`config.mk`:
```
export PLATFORM = sky130hd
export DESIGN_NAME = exmem_stage
export DESIGN_NICKNAME = d
export VERILOG_FILES = /design/src/rtl/cpu_pkg.sv /design/src/rtl/cond_check.sv /design/src/rtl/exmem_stage.sv
export SDC_FILE = /design/constraint.sdc
export NUM_CORES = 1
export LEC_CHECK = 0
export BUFFER_PORTS_ARGS = -buffer_cell sky130_fd_sc_hd__buf_2
export CORE_MARGIN = 5
export CORE_UTILIZATION = 45
export CTS_BUF_LIST = sky130_fd_sc_hd__clkbuf_2
export DETAILED_ROUTE_END_ITERATION = 7
export PLACE_DENSITY = 0.88
export RECOVER_POWER = 100
export SLEW_MARGIN = 10
export SYNTH_ARGS = -nofsm -noshare
export SYNTH_HDL_FRONTEND = slang
export SYNTH_SLANG_ARGS = --single-unit
```
`constraint.sdc`:
```
create_clock -name clk -period 3.5 [get_ports clk]
set_input_delay 0.175 -clock clk [delete_from_list [all_inputs] [get_ports clk]]
set_output_delay 0.175 -clock clk [all_outputs]
set_load 0.01 [all_outputs]
```
`src/rtl/cpu_pkg.sv`:
```
// Shared constants for the execute/memory boundary:
// condition codes, flag bit positions and datapath width.
package cpu_pkg;

    localparam int DATA_W = 48;

    localparam logic [3:0] COND_EQ = 4'b0000;
    localparam logic [3:0] COND_NE = 4'b0001;
    localparam logic [3:0] COND_LT = 4'b0010;
    localparam logic [3:0] COND_GE = 4'b0011;
    localparam logic [3:0] COND_AL = 4'b1110;

    localparam int FLAG_N = 3;
    localparam int FLAG_Z = 2;
    localparam int FLAG_C = 1;
    localparam int FLAG_V = 0;

endpackage

```
`src/rtl/cond_check.sv`:
```
// Combinational condition evaluation against the current
// architectural flags; unsupported codes never pass.
module cond_check
    import cpu_pkg::*;
(
    input  logic [3:0] CondE,
    input  logic [3:0] FlagsQ,
    output logic       CondPass
);

    always_comb begin
        CondPass = 1'b0;
        unique case (CondE)
            COND_EQ: CondPass = FlagsQ[FLAG_Z];
            COND_NE: CondPass = !FlagsQ[FLAG_Z];
            COND_LT: CondPass = FlagsQ[FLAG_N];
            COND_GE: CondPass = !FlagsQ[FLAG_N];
            COND_AL: CondPass = 1'b1;
            default: CondPass = 1'b0;
        endcase
    end

endmodule

```
`src/rtl/exmem_stage.sv`:
```
// EX/MEM pipeline register with predication, architectural
// flag register and retired-instruction counter.
module exmem_stage
    import cpu_pkg::*;
#(
    parameter int DATA_W = cpu_pkg::DATA_W,
    parameter int RA_W   = 4
) (
    input  logic              clk,
    input  logic              rst_n,
    input  logic              StallM,
    input  logic              FlushM,
    input  logic              ValidE,
    input  logic [DATA_W-1:0] ALUResultE,
    input  logic [3:0]        ALUFlags,
    input  logic [DATA_W-1:0] WriteDataE,
    input  logic [RA_W-1:0]   WA3E,
    input  logic              RegWriteE,
    input  logic              MemWriteE,
    input  logic              MemtoRegE,
    input  logic              FlagWriteE,
    input  logic [3:0]        CondE,
    output logic [DATA_W-1:0] ALUResultM,
    output logic [DATA_W-1:0] WriteDataM,
    output logic [RA_W-1:0]   WA3M,
    output logic              ValidM,
    output logic              RegWriteM,
    output logic              MemWriteM,
    output logic              MemtoRegM,
    output logic              FwdEnM,
    output logic [3:0]        FlagsQ,
    output logic [15:0]       RetireCnt
);

    logic w_cond_pass;
    logic w_adv;
    logic w_exec;

    cond_check u_cond (
        .CondE    (CondE),
        .FlagsQ   (FlagsQ),
        .CondPass (w_cond_pass)
    );

    assign w_adv  = rst_n & !FlushM & !StallM;
    assign w_exec = w_adv & ValidE & w_cond_pass;
    assign FwdEnM = ValidM & RegWriteM;

    always_ff @(posedge clk) begin
        if (!rst_n) begin
            ALUResultM <= '0;
            WriteDataM <= '0;
            WA3M       <= '0;
            ValidM     <= 1'b0;
            RegWriteM  <= 1'b0;
            MemWriteM  <= 1'b0;
            MemtoRegM  <= 1'b0;
        end else if (FlushM) begin
            ALUResultM <= '0;
            WriteDataM <= '0;
            WA3M       <= '0;
            ValidM     <= 1'b0;
            RegWriteM  <= 1'b0;
            MemWriteM  <= 1'b0;
            MemtoRegM  <= 1'b0;
        end else if (w_adv) begin
            // Data moves even for squashed slots; controls carry the kill.
            ALUResultM <= ALUResultE;
            WriteDataM <= WriteDataE;
            WA3M       <= WA3E;
            ValidM     <= ValidE & w_cond_pass;
            RegWriteM  <= RegWriteE & ValidE & w_cond_pass;
            MemWriteM  <= MemWriteE & ValidE & w_cond_pass;
            MemtoRegM  <= MemtoRegE & ValidE & w_cond_pass;
        end
    end

    always_ff @(posedge clk) begin
        if (!rst_n) begin
            FlagsQ    <= 4'b0000;
            RetireCnt <= 16'h0000;
        end else if (w_exec) begin
            if (FlagWriteE) begin
                FlagsQ <= ALUFlags;
            end
            RetireCnt <= RetireCnt + 16'd1;
        end
    end

endmodule
```
* Word-level counts from Yosys, hierarchy flattened
Index checks and enable logic that the tools add are counted.
** Word-level totals
- Input port bits :: 117
- Output and inout bits :: 125
- Register bits after elaboration :: 124
- Latch bits :: 0
- Memory bits (read-only) :: 0
- Bits in writable memories :: 0
- Memories kept :: 0
- Logic and storage cells :: 35
** Cells by class
- Shift operators :: 0
- Div/mod/pow operators :: 0
- Reduce and logical (&&, ||, !) cells :: 7
- Add/sub/neg operators :: 1
- Bitwise operators :: 13
- $mul :: 0
- Multiplexer cells :: 1
- Eq/ne operators :: 4
- Magnitude comparators :: 0
** Operator list (count)
- $add 16x1->16 const B :: 1
- $and 1x1->1 :: 12
- $eq 4x2->1 const B :: 2
- $pmux 1 s5 :: 1
- $eq 4x1->1 const B :: 1
- $eq 4x4->1 const B :: 1
- $logic_not 1->1 :: 4
- $logic_not 4->1 :: 1
- $reduce_and 2->1 :: 1
- $reduce_or 2->1 :: 1
- $not 1->1 :: 1

* Logic depth before layout (Yosys ltp)
Gate-level depths: netlist of run 1.
- Depth after elaboration :: 6
- Gate-level depth with buffers :: 6

* Cells and area by module
Synthesis of run 1 repeated with hierarchy kept, for this count alone.
** Second synthesis, totals
- Cell total of the unflattened synthesis :: 345
- Area total of the unflattened synthesis :: 4070.2 um2
** Modules (own cells, without submodules)
- exmem_stage :: sequential area each 2482.4 um2, cells an instance 341, area each 4030.1 um2, times used 1
- cond_check :: sequential area each 0.0 um2, cells an instance 4, area each 40.0 um2, times used 1

* Worst setup path before layout of run 1
No wires, ideal clock.
- Path type :: flip-flop to flip-flop
- Start :: register RetireCnt[3]
- End :: register RetireCnt[13]
- Arrival time :: 1.366 ns
- Path slack :: 2.063 ns
- Path buffers :: 0
- Cell stages (with the launch flop) :: 5
- Period minus slack after synthesis :: 1.437 ns
- Setup time :: 0.072 ns
- Path through :: dfxtp_1 > and4_1 > nand2_1 > a2111oi_4 > mux2i_1
** Between the ends
- Longest elaborated chain between the ends :: 1
** RTL lines
- from (decl) :: RTL line exmem_stage.sv:32 : output logic [15:0] RetireCnt
- from (signal assigned) :: RTL line exmem_stage.sv:86 : RetireCnt <= RetireCnt + 16'd1;
- $add 16x1->16 :: RTL line exmem_stage.sv:86
No other way between the ends.
A chain may end at the register's enable or synchronous reset.

* Final worst setup path of run 1
- Start :: input rst_n
- End :: register FlagsQ[2]
** Between the ends
- Longest elaborated chain between the ends :: 5
** RTL lines
- from (decl) :: RTL line exmem_stage.sv:10 : input logic rst_n,
- $and 1x1->1 (2 in series) :: RTL line exmem_stage.sv:45 : assign w_adv = rst_n & !FlushM & !StallM;
- $and 1x1->1 (2 in series) :: RTL line exmem_stage.sv:46 : assign w_exec = w_adv & ValidE & w_cond_pass;
- $reduce_and 2->1 (no source line)
- to (signal assigned) :: RTL line exmem_stage.sv:84 : FlagsQ <= ALUFlags;
- to (decl) :: RTL line exmem_stage.sv:31 : output logic [3:0] FlagsQ,
Parallel ways exist; a longest one is shown, timed or not.

==> run metrics, run 1 <==
status finished, violations left; failing checks max-capacitance violations, max-slew violations; vias in the first global route 5403; Core Area ~10000 um^2; delay-heaviest family, CP buffers and inverters; Post-Synthesis Cells 469; placed instance count 818; Sw Share a little over a quarter; area of the multi-input gates 2160 um^2; clock group share of total power about a third; fin worst setup slack 0.915 ns; pre-CTS setup slack 1.49 ns; flops & latches, synth 124; post-synthesis sequential area ratio 51.4%; htree depth 4; area delta synth->final 55.2%; final estimated routing congestion in global placement 0.837; P_int about 2100 uW; CP Buf/Inv Count 3; HP Start FlagWriteE; commonest cells after routing, fill and taps aside dlygate4sd3_1, dfxtp_1, clkbuf_1; leakage 0.00332 uW; Final Slew Violations between 100 and 150; Post-Syn Area 4830 um^2; max cap viols 1; Reg2Reg Launch Point FlagsQ[2]; startpoint types input pin; EDFF count, synth 0; prevailing post-synth register cell dfxtp_1; Syn Area/Cell 10.3 um^2; Hold Path Class input pin to flop; switching pwr around 780 uW; skew final 0.0240 ns; clock slew at reported path FFs 0.18 ns; first-pass detailed-route iteration total 5; most common cell after layout, fill and taps aside dlygate4sd3_1; fin nets 953; detailed router's first-iteration violation count 331; Ports between 200 and 250; Final ANT Viol Nets 0; first-pass GRT wire length 26.8 mm; n_diodes 0; die area between 10000 and 15000 um^2; WL final 17.2 mm; VDD IR max 0.234 mV; synth warn 0; initial cell density of the core 46.4%; Hold WS 0.115 ns; GR Overflow Total 0; Die X 114 um; Critical Path End Type flop; final hold vios 0; largest net degree at the start of global routing 102; drt via density 5.03; total number of vias 4951; Num CTS Buffers 17; Levels on crit path 7; clk buf depth 2; filler cell count ~750; Setup TNS 0 ns; Slew @ Worst Pin 1.95 ns; initial antenna violation count 0; Max FO, Critical Path 38; Total GRT Usage 26.3%; Tcrit/Tclk final 73.9%; Non-Filler Instances 984; Required @ worst endpoint 4.10 ns; delay of the slowest cell on the worst path ~0.57 ns; register share of total power 51.6%; RSZ-0062 raised after global routing false; pwr/cell area 381 nW/um^2; TritonCTS clock tree done; Setup crit start rst_n; DR WL/cell 17.5 um; detailed placement HPWL 9.73 mm; Arrival @ worst endpoint 3.19 ns; Net Count, Synth a little under 600; Setup CP Type input pin to flop; combinational share of power 14.6%; reg2reg setup slack 1.28 ns; Final Critical Period 2.58 ns; Cell Chain, Critical Path dlygate4sd3_1 > buf_2 > and4bb_1 > and2_0 > a21boi_0 > mux2i_1 > dlygate4sd3_1; Die Y approximately 110 um; ys async rst share 0%; maximum clock rate 387 MHz; share of cells above drive strength 1 18.5%; Final Core Density approximately 72%; Final setup viols 0; r2r worst-path depth 5; Root Buffer clkbuf_2; input/output buffers 241; synth unique cells 33; CP endpoint FlagsQ[2]; most frequent CP cell dlygate4sd3_1; Register Area 2480 um^2; worst skew pair latency 0.65 ns; DRC 0; row count 37; Crit Reg-Reg Endpoint MemWriteM; clk sink count ~120; CP max stage cell and4bb_1; Slew headroom -29.8%
-- power by group through the flow --
| stage | sequential, uW | clock (uW) | combinational, uW |
|---|---|---|---|
| floorplan | 1520 | 0 | 145 |
| global placement | 1500 | 0 | 280 |
| detailed placement | 1500 | 0 | 293 |
| CTS | 1470 | 980 | 409 |
| global route | 1480 | 1050 | 448 |
| finish | 1480 | 964 | 418 |
-- how the worst min path moves through the flow --
stage                     endpoint  slack, ns  cells after the start
detailed placement       MemWriteM       0.40                      2
finish                   FlagsQ[3]       0.11                      4
CTS                 ALUResultM[25]     0.0004                      3
floorplan                MemWriteM       0.30                      1
global route             FlagsQ[3]       0.06                      4
global placement         MemWriteM       0.39                      2
-- cells in the mapped netlist (all sizes together), types with 2 or more instances --
library cell / instances / share of area, %
mux2i: 120 / 25
dfxtp: 124 / 51
and4: 3 / 0.54
nor2: 100 / 7.8
clkbuf: 16 / 1.2
nand4: 4 / 0.52
a21boi: 2 / 0.31
nand2b: 14 / 1.8
and3: 2 / 0.26
a32o: 3 / 0.62
xor2: 2 / 0.67
inv: 4 / 0.31
and2: 2 / 0.26
a211oi: 7 / 1.5
o21ai: 2 / 0.21
nand2: 28 / 2.2
nand3: 6 / 0.62
a21oi: 7 / 0.73
buf: 14 / 1.6
-- state kept, by name, indices dropped and copies added, names as in the netlist --
signal / cells
MemtoRegM: 1
ALUResultM: 48
RetireCnt: 16
MemWriteM: 1
RegWriteM: 1
ValidM: 1
FlagsQ: 4
WA3M: 4
WriteDataM: 48
-- worst reg2reg max path, stage by stage, from the launching register on --
cell,delay (ns)
dfxtp_1,0.39
xor2_2,0.21
a22oi_4,0.44
a21boi_0,0.28
a32o_1,0.27
dlygate4sd3_1,0.55
-- metal layers --
metal	track usage, %	routed length (um)	part of all wire (%)
met1	26.4	6240	36
met2	47.9	8920	52
met3	8.81	1350	7.9
met4	13.6	727	4.2
met5	0	0	0
-- per-stage QoR --
stage / total power (uW) / instance area [um^2]
3_3_place_gp: 1780 / 6100
3_5_place_dp: 1790 / 6100
2_1_floorplan: 1660 / 4830
5_1_grt: 2980 / 7500
6_report: 2860 / 7500
4_1_cts: 2860 / 7690
-- area by class of cell --
| cell class | count | area share, % |
|---|---|---|
| flip-flops and latches | 124 | 33.1 |
| inverters | 4 | 0.200 |
| clock inverters | 14 | 2.27 |
| multi-input cells | 311 | 28.8 |
| clock buffers | 18 | 1.20 |
| well taps | 136 | 2.27 |
| repair buffers | 377 | 32.1 |
-- cells by family (layout without fill, tap and decap cells) --
family	count (synthesis)	after routing	share of synthesized area (%)
compound gates	24	24	4.56
xor+xnor	2	2	0.673
fa+ha+maj	1	1	0.259
buf+inv	34	413	3.13
flops	124	124	51.4
mux	120	120	24.9
simple gates	164	164	15.1
-- timing repair --
item | CTS | global route
buffers inserted | 0 | 0
endpoints found under the hold margin | 116 | 2
hold buffers | 133 | 1
gates resized for setup | 0 | 0
(Power assumes the default switching activity.)
==> inputs of run 2 (changes only) <==
Clock period 3.5 ns to 2.65 ns, I/O delays scaled along.
==> run metrics, run 2 (synthesis results as in run 1) <==
VDD IR max 0.303 mV (+29%); share of cells above drive strength 1 18.9% (+0.38 points); Tcrit/Tclk final 87.4%; failing checks max-capacitance violations, max-slew violations; initial antenna violation count 1 (+1); Die X 114 um (unchanged); skew final 0.0190 ns (-0.00500 ns); Total GRT Usage 24.7% (-1.6 points); htree depth 4 (unchanged); TritonCTS clock tree done; Slew @ Worst Pin 1.91 ns (-0.0337 ns); clock slew at reported path FFs 0.18 ns (about the same); delay of the slowest cell on the worst path 0.56 ns (about the same); pwr/cell area 507 nW/um^2 (+33%); die area 12900 um^2 (unchanged); Core Area 10400 um^2 (unchanged); combinational share of power 13.9% (-0.7 points); Final Slew Violations 102 (unchanged); total number of vias 4848 (-2.1%); clk buf depth 2 (unchanged); Final Critical Period 2.32 ns; clock group share of total power 33.7% (about the same); final estimated routing congestion in global placement 0.824 (-1.7%); Required @ worst endpoint 3.25 ns (-0.85 ns); final hold vios 0 (unchanged); Final setup viols 0 (unchanged); detailed placement HPWL 9.42 mm (-3.2%); CP max stage cell dlygate4sd3_1; drt via density 5.01 (-0.46%); Tot Pwr 3720 uW (+30%); DRC 0 (unchanged); worst skew pair latency 0.65 ns (about the same); Root Buffer clkbuf_2; Final ANT Viol Nets 0 (unchanged); area delta synth->final 51.9%; Critical Path End Type flop; first-pass GRT wire length 25.4 mm (-5.2%); status finished, violations left; Hold WS 0.0984 ns (-0.0163 ns); CP Buf/Inv Count 1 (-2); biggest regs ALUResultM (48), WriteDataM (48), RetireCnt (16); first-pass detailed-route iteration total 4 (-1); Hold Path Class input pin to flop; Cell Chain, Critical Path xor2_1 > a22oi_4 > a21boi_0 > mux2i_1 > dlygate4sd3_1; leakage 0.00328 uW (-1.2%); Post-CTS Setup Inserts 0 (unchanged); max cap viols 1 (unchanged); P_int 2720 uW (+31%); GR Overflow Total 0 (unchanged); DR WL/cell 16.8 um (-3.9%); filler cell count 760 (+1.1%); vias in the first global route 5176 (-4.2%); Sw Share 26.8% (-0.38 points); RSZ-0062 raised after global routing false; fin worst setup slack 0.335 ns (-0.581 ns); Slew headroom -27.5% (+2.2 points); input/output buffers 241 (unchanged); Setup TNS 0 ns (unchanged); final instance area 7340 um^2 (-2.1%); Max FO, Critical Path 16 (-58%); fin nets 936 (-1.8%); switching pwr 997 uW (+28%); Num CTS Buffers 17 (unchanged); delay-heaviest family, CP compound AO/OA/AOI/OAI gates; initial cell density of the core 46.4% (unchanged); Ports 242 (unchanged); register share of total power 52.4% (+0.8 points); largest net degree at the start of global routing 105 (+2.9%); clk sink count 124 (unchanged); commonest cells after routing, fill and taps aside dfxtp_1, clkbuf_1, mux2i_1; Area after DPL 6110 um^2 (+0.21%); Arrival @ worst endpoint 2.92 ns (-0.27 ns); Die Y 114 um (unchanged); maximum clock rate around 430 MHz; row count 37 (unchanged); WL final 16.3 mm (-5.5%); pre-CTS setup slack 0.986 ns (-0.502 ns); startpoint types flop; detailed router's first-iteration violation count 244 (-26%); Setup CP Type flop to flop
run 2: cell count changes in the layout (fill, tap and decap cells not counted), sizes merged:
cell / change
dlygate4sd3: -17
diode: +1
clkinvlp: -2
clkbuf: -1
clkinv: +3
run 2: final timing paths:
check,startpoint,slack [ns],cells past startpoint,end
setup / recovery,FlagsQ[2],0.33,5,FlagsQ[2]
hold reg to reg,RetireCnt[15],0.49,2,RetireCnt[15]
setup reg to reg,FlagsQ[2],0.33,5,FlagsQ[2]
hold / removal,StallM,0.1,4,ValidM
run 2: power groups by stage:
stage | clock network (uW) | logic, uW | registers, uW
finish | 1250 | 518 | 1950
global route | 1390 | 554 | 1960
CTS | 1280 | 513 | 1940
detailed placement | 0 | 386 | 1980
global placement | 0 | 371 | 1980
floorplan | 0 | 192 | 2000
run 2: routing by layer:
layer	GRT usage, %	wire length [um]
met5	0	0
met4	11.6	546
met3	8.65	1360
met2	44.6	8400
met1	25.4	5990
run 2: cell type report:
cell class | count | area [um^2] | area share, %
Clock buffer | 17 | 85.1 | 1.16
Antenna cell | 1 | 2.50 | 0.0341
Tap cell | 136 | 170 | 2.32
Timing Repair Buffer | 360 | 2250 | 30.7
Sequential cell | 124 | 2480 | 33.8
Inverter | 4 | 15.0 | 0.205
Multi-Input combinational cell | 311 | 2160 | 29.4
Clock inverter | 15 | 173 | 2.35
run 2: worst register-to-register path, cell delays in order, from the launching register on:
cell and delay (ns):
dfxtp_1 0.42, xor2_1 0.32, a22oi_4 0.23, a21boi_0 0.48
mux2i_1 0.26, dlygate4sd3_1 0.56
run 2: repair_timing:
item	CTS	global route
resized for setup	0	0
endpoints found under the setup margin	0	0
endpoints found under the hold margin	123	0
hold buffers	117	0
run 2: per-stage QoR:
step,util [%],instances
global route,70.5,968
global placement,58.6,818
finish,70.5,968
CTS,72.4,967
floorplan,-,469
detailed placement,58.6,818
==> inputs of run 3 (changes only) <==
Settings changed: CORE_UTILIZATION 45 to 47, PLACE_DENSITY 0.88 to 0.91.
==> run metrics, run 3 (synthesis results as in run 1) <==
status finished, violations left; failing checks max-capacitance violations, max-slew violations; cell depth of the worst min-delay path 4 (unchanged); Max FO, Critical Path 16 (unchanged); Setup TNS 0 ns (unchanged); die area 12400 um^2 (-3.9%); biggest regs ALUResultM (48), WriteDataM (48), RetireCnt (16); RSZ-0062 raised after global routing false; clk sink count 124 (unchanged); clock group share of total power 34.1% (+0.4 points); commonest cells after routing, fill and taps aside clkbuf_1, dfxtp_1, mux2i_1; # resized after CTS 0 (unchanged); clk buf depth 2 (unchanged); Reg2Reg Launch Point FlagsQ[2]; maximum clock rate 445 MHz (+3.1%); P_int 2740 uW (+0.51%); global route hottest layer met2; switching pwr 1010 uW (+1.5%); Final setup viols 0 (unchanged); initial antenna violation count 0 (-1); WL final 16.3 mm (about the same); Slew @ Worst Pin 1.97 ns (+0.0527 ns); Root Buffer clkbuf_2; Die X 111 um (-2.0%); Tcrit/Tclk final 84.7% (-2.7 points); input/output buffers 241 (unchanged); reg2reg setup slack 0.41 ns (+0.07 ns); n_diodes 0 (-1); VDD IR max 0.358 mV (+18%); Hold Buf Count CTS 115 (-1.7%); filler cell count 747 (-1.7%); clock slew at reported path FFs 0.19 ns (about the same); pre-CTS setup slack 1.01 ns (+0.0263 ns); Sw Share 27.0% (+0.19 points); pwr/cell area 513 nW/um^2 (+1.2%); max cap viols 1 (unchanged); DR WL/cell 16.9 um (+0.26%); fin nets 934 (-0.21%); Num CTS Buffers 17 (unchanged); WHS Endpoint ALUResultM[28]; Crit Reg-Reg Endpoint FlagsQ[2]; Die Y 111 um (-2.0%); Setup CP Type flop to flop; Final Core Density 71.8% (+1.3 points); register share of total power 52.0% (-0.4 points); r2r worst-path depth 5 (unchanged); grt met1 use 26.9% (+1.6 points); Post-CTS Setup Inserts 0 (unchanged); Final Critical Period 2.24 ns (-0.0705 ns); final hold vios 0 (unchanged); share of cells above drive strength 1 18.7% (-0.20 points); fin worst setup slack 0.405 ns (+0.0705 ns); Critical Path End Type flop; total number of vias 4916 (+1.4%); HP Start StallM; Hold Path Class input pin to flop; final estimated routing congestion in global placement 0.842 (+2.2%); row count 37 (unchanged); leakage 0.00327 uW (-0.29%); met3 Resource Use GR 9.40% (+0.75 points); largest net degree at the start of global routing 105 (unchanged); TritonCTS clock tree done; GR Overflow Total 0 (unchanged); combinational share of power 13.9% (about the same); Ports 242 (unchanged); vias in the first global route 5203 (+0.52%); Final ANT Viol Nets 0 (unchanged); DRC 0 (unchanged); skew final 0.0202 ns (+0.00122 ns); met2 Track Usage GR 45.4% (+0.80 points); Slew headroom -31.0% (-3.5 points); startpoint types flop; Arrival @ worst endpoint 2.84 ns (-0.08 ns); worst skew pair latency 0.64 ns (about the same); Required @ worst endpoint 3.25 ns (about the same); detailed router's first-iteration violation count 274 (+12%); most common cell after layout, fill and taps aside clkbuf_1; Core Area 10200 um^2 (-2.2%); first-pass GRT wire length 25.9 mm (+2.0%); detailed placement HPWL 9.41 mm (about the same); htree depth 4 (unchanged); area delta synth->final 51.3%; Tot Pwr 3750 uW (+0.77%); Final Slew Violations 102 (unchanged); Total GRT Usage 25.7% (+0.98 points); initial cell density of the core 47.4% (+1.1 points); drt via density 5.09 (+1.7%); first-pass detailed-route iteration total 5 (+1)
## run 3: power groups by stage
stage	Clock (uW)	Combinational [uW]	Sequential [uW]
floorplan	0	192	2000
finish	1280	519	1950
global route	1410	557	1960
CTS	1310	512	1940
detailed placement	0	386	1980
global placement	0	372	1980
## run 3: worst max-delay path, stage by stage (launching register included)
cell           delay (ns)
dfxtp_1              0.41
xor2_1               0.29
a22oi_4              0.22
a21boi_0             0.44
mux2i_1              0.27
dlygate4sd3_1        0.58
## run 3: final cells by class
type / count / area, um^2 / area share (%)
well taps: 136 / 170 / 2.33
multi-input cells: 311 / 2150 / 29.4
repair buffers: 358 / 2230 / 30.6
inverters: 4 / 15.0 / 0.205
clock inverters: 13 / 168 / 2.29
clock buffers: 19 / 95.1 / 1.30
flip-flops and latches: 124 / 2480 / 34.0
## run 3: per-stage QoR
stage / instances / hold WS (ns) / cell area [um^2]
6_report: 965 / 0.151 / 7310
4_1_cts: 965 / 0.116 / 7530
3_3_place_gp: 818 / 0.352 / 6110
5_1_grt: 965 / 0.0838 / 7310
3_5_place_dp: 818 / 0.351 / 6110
2_1_floorplan: 469 / 0.258 / 4830
## run 3: how the worst max path moves through the flow
stage	from	endpoint	slack [ns]	cells after the start
5_1_grt	FlagsQ[2]	FlagsQ[3]	0.34	5
3_3_place_gp	FlagsQ[2]	MemtoRegM	1.07	4
4_1_cts	FlagsQ[2]	MemtoRegM	0.45	5
2_1_floorplan	RetireCnt[3]	RetireCnt[13]	1.21	4
3_5_place_dp	FlagsQ[2]	MemtoRegM	1.01	4
6_report	FlagsQ[2]	FlagsQ[2]	0.41	5
## run 3: layer usage
| layer | wire length, um | part of all wire [%] |
|---|---|---|
| met1 | 6090 | 37 |
| met2 | 8340 | 51 |
| met3 | 1270 | 7.8 |
| met4 | 596 | 3.7 |
| met5 | 0 | 0 |
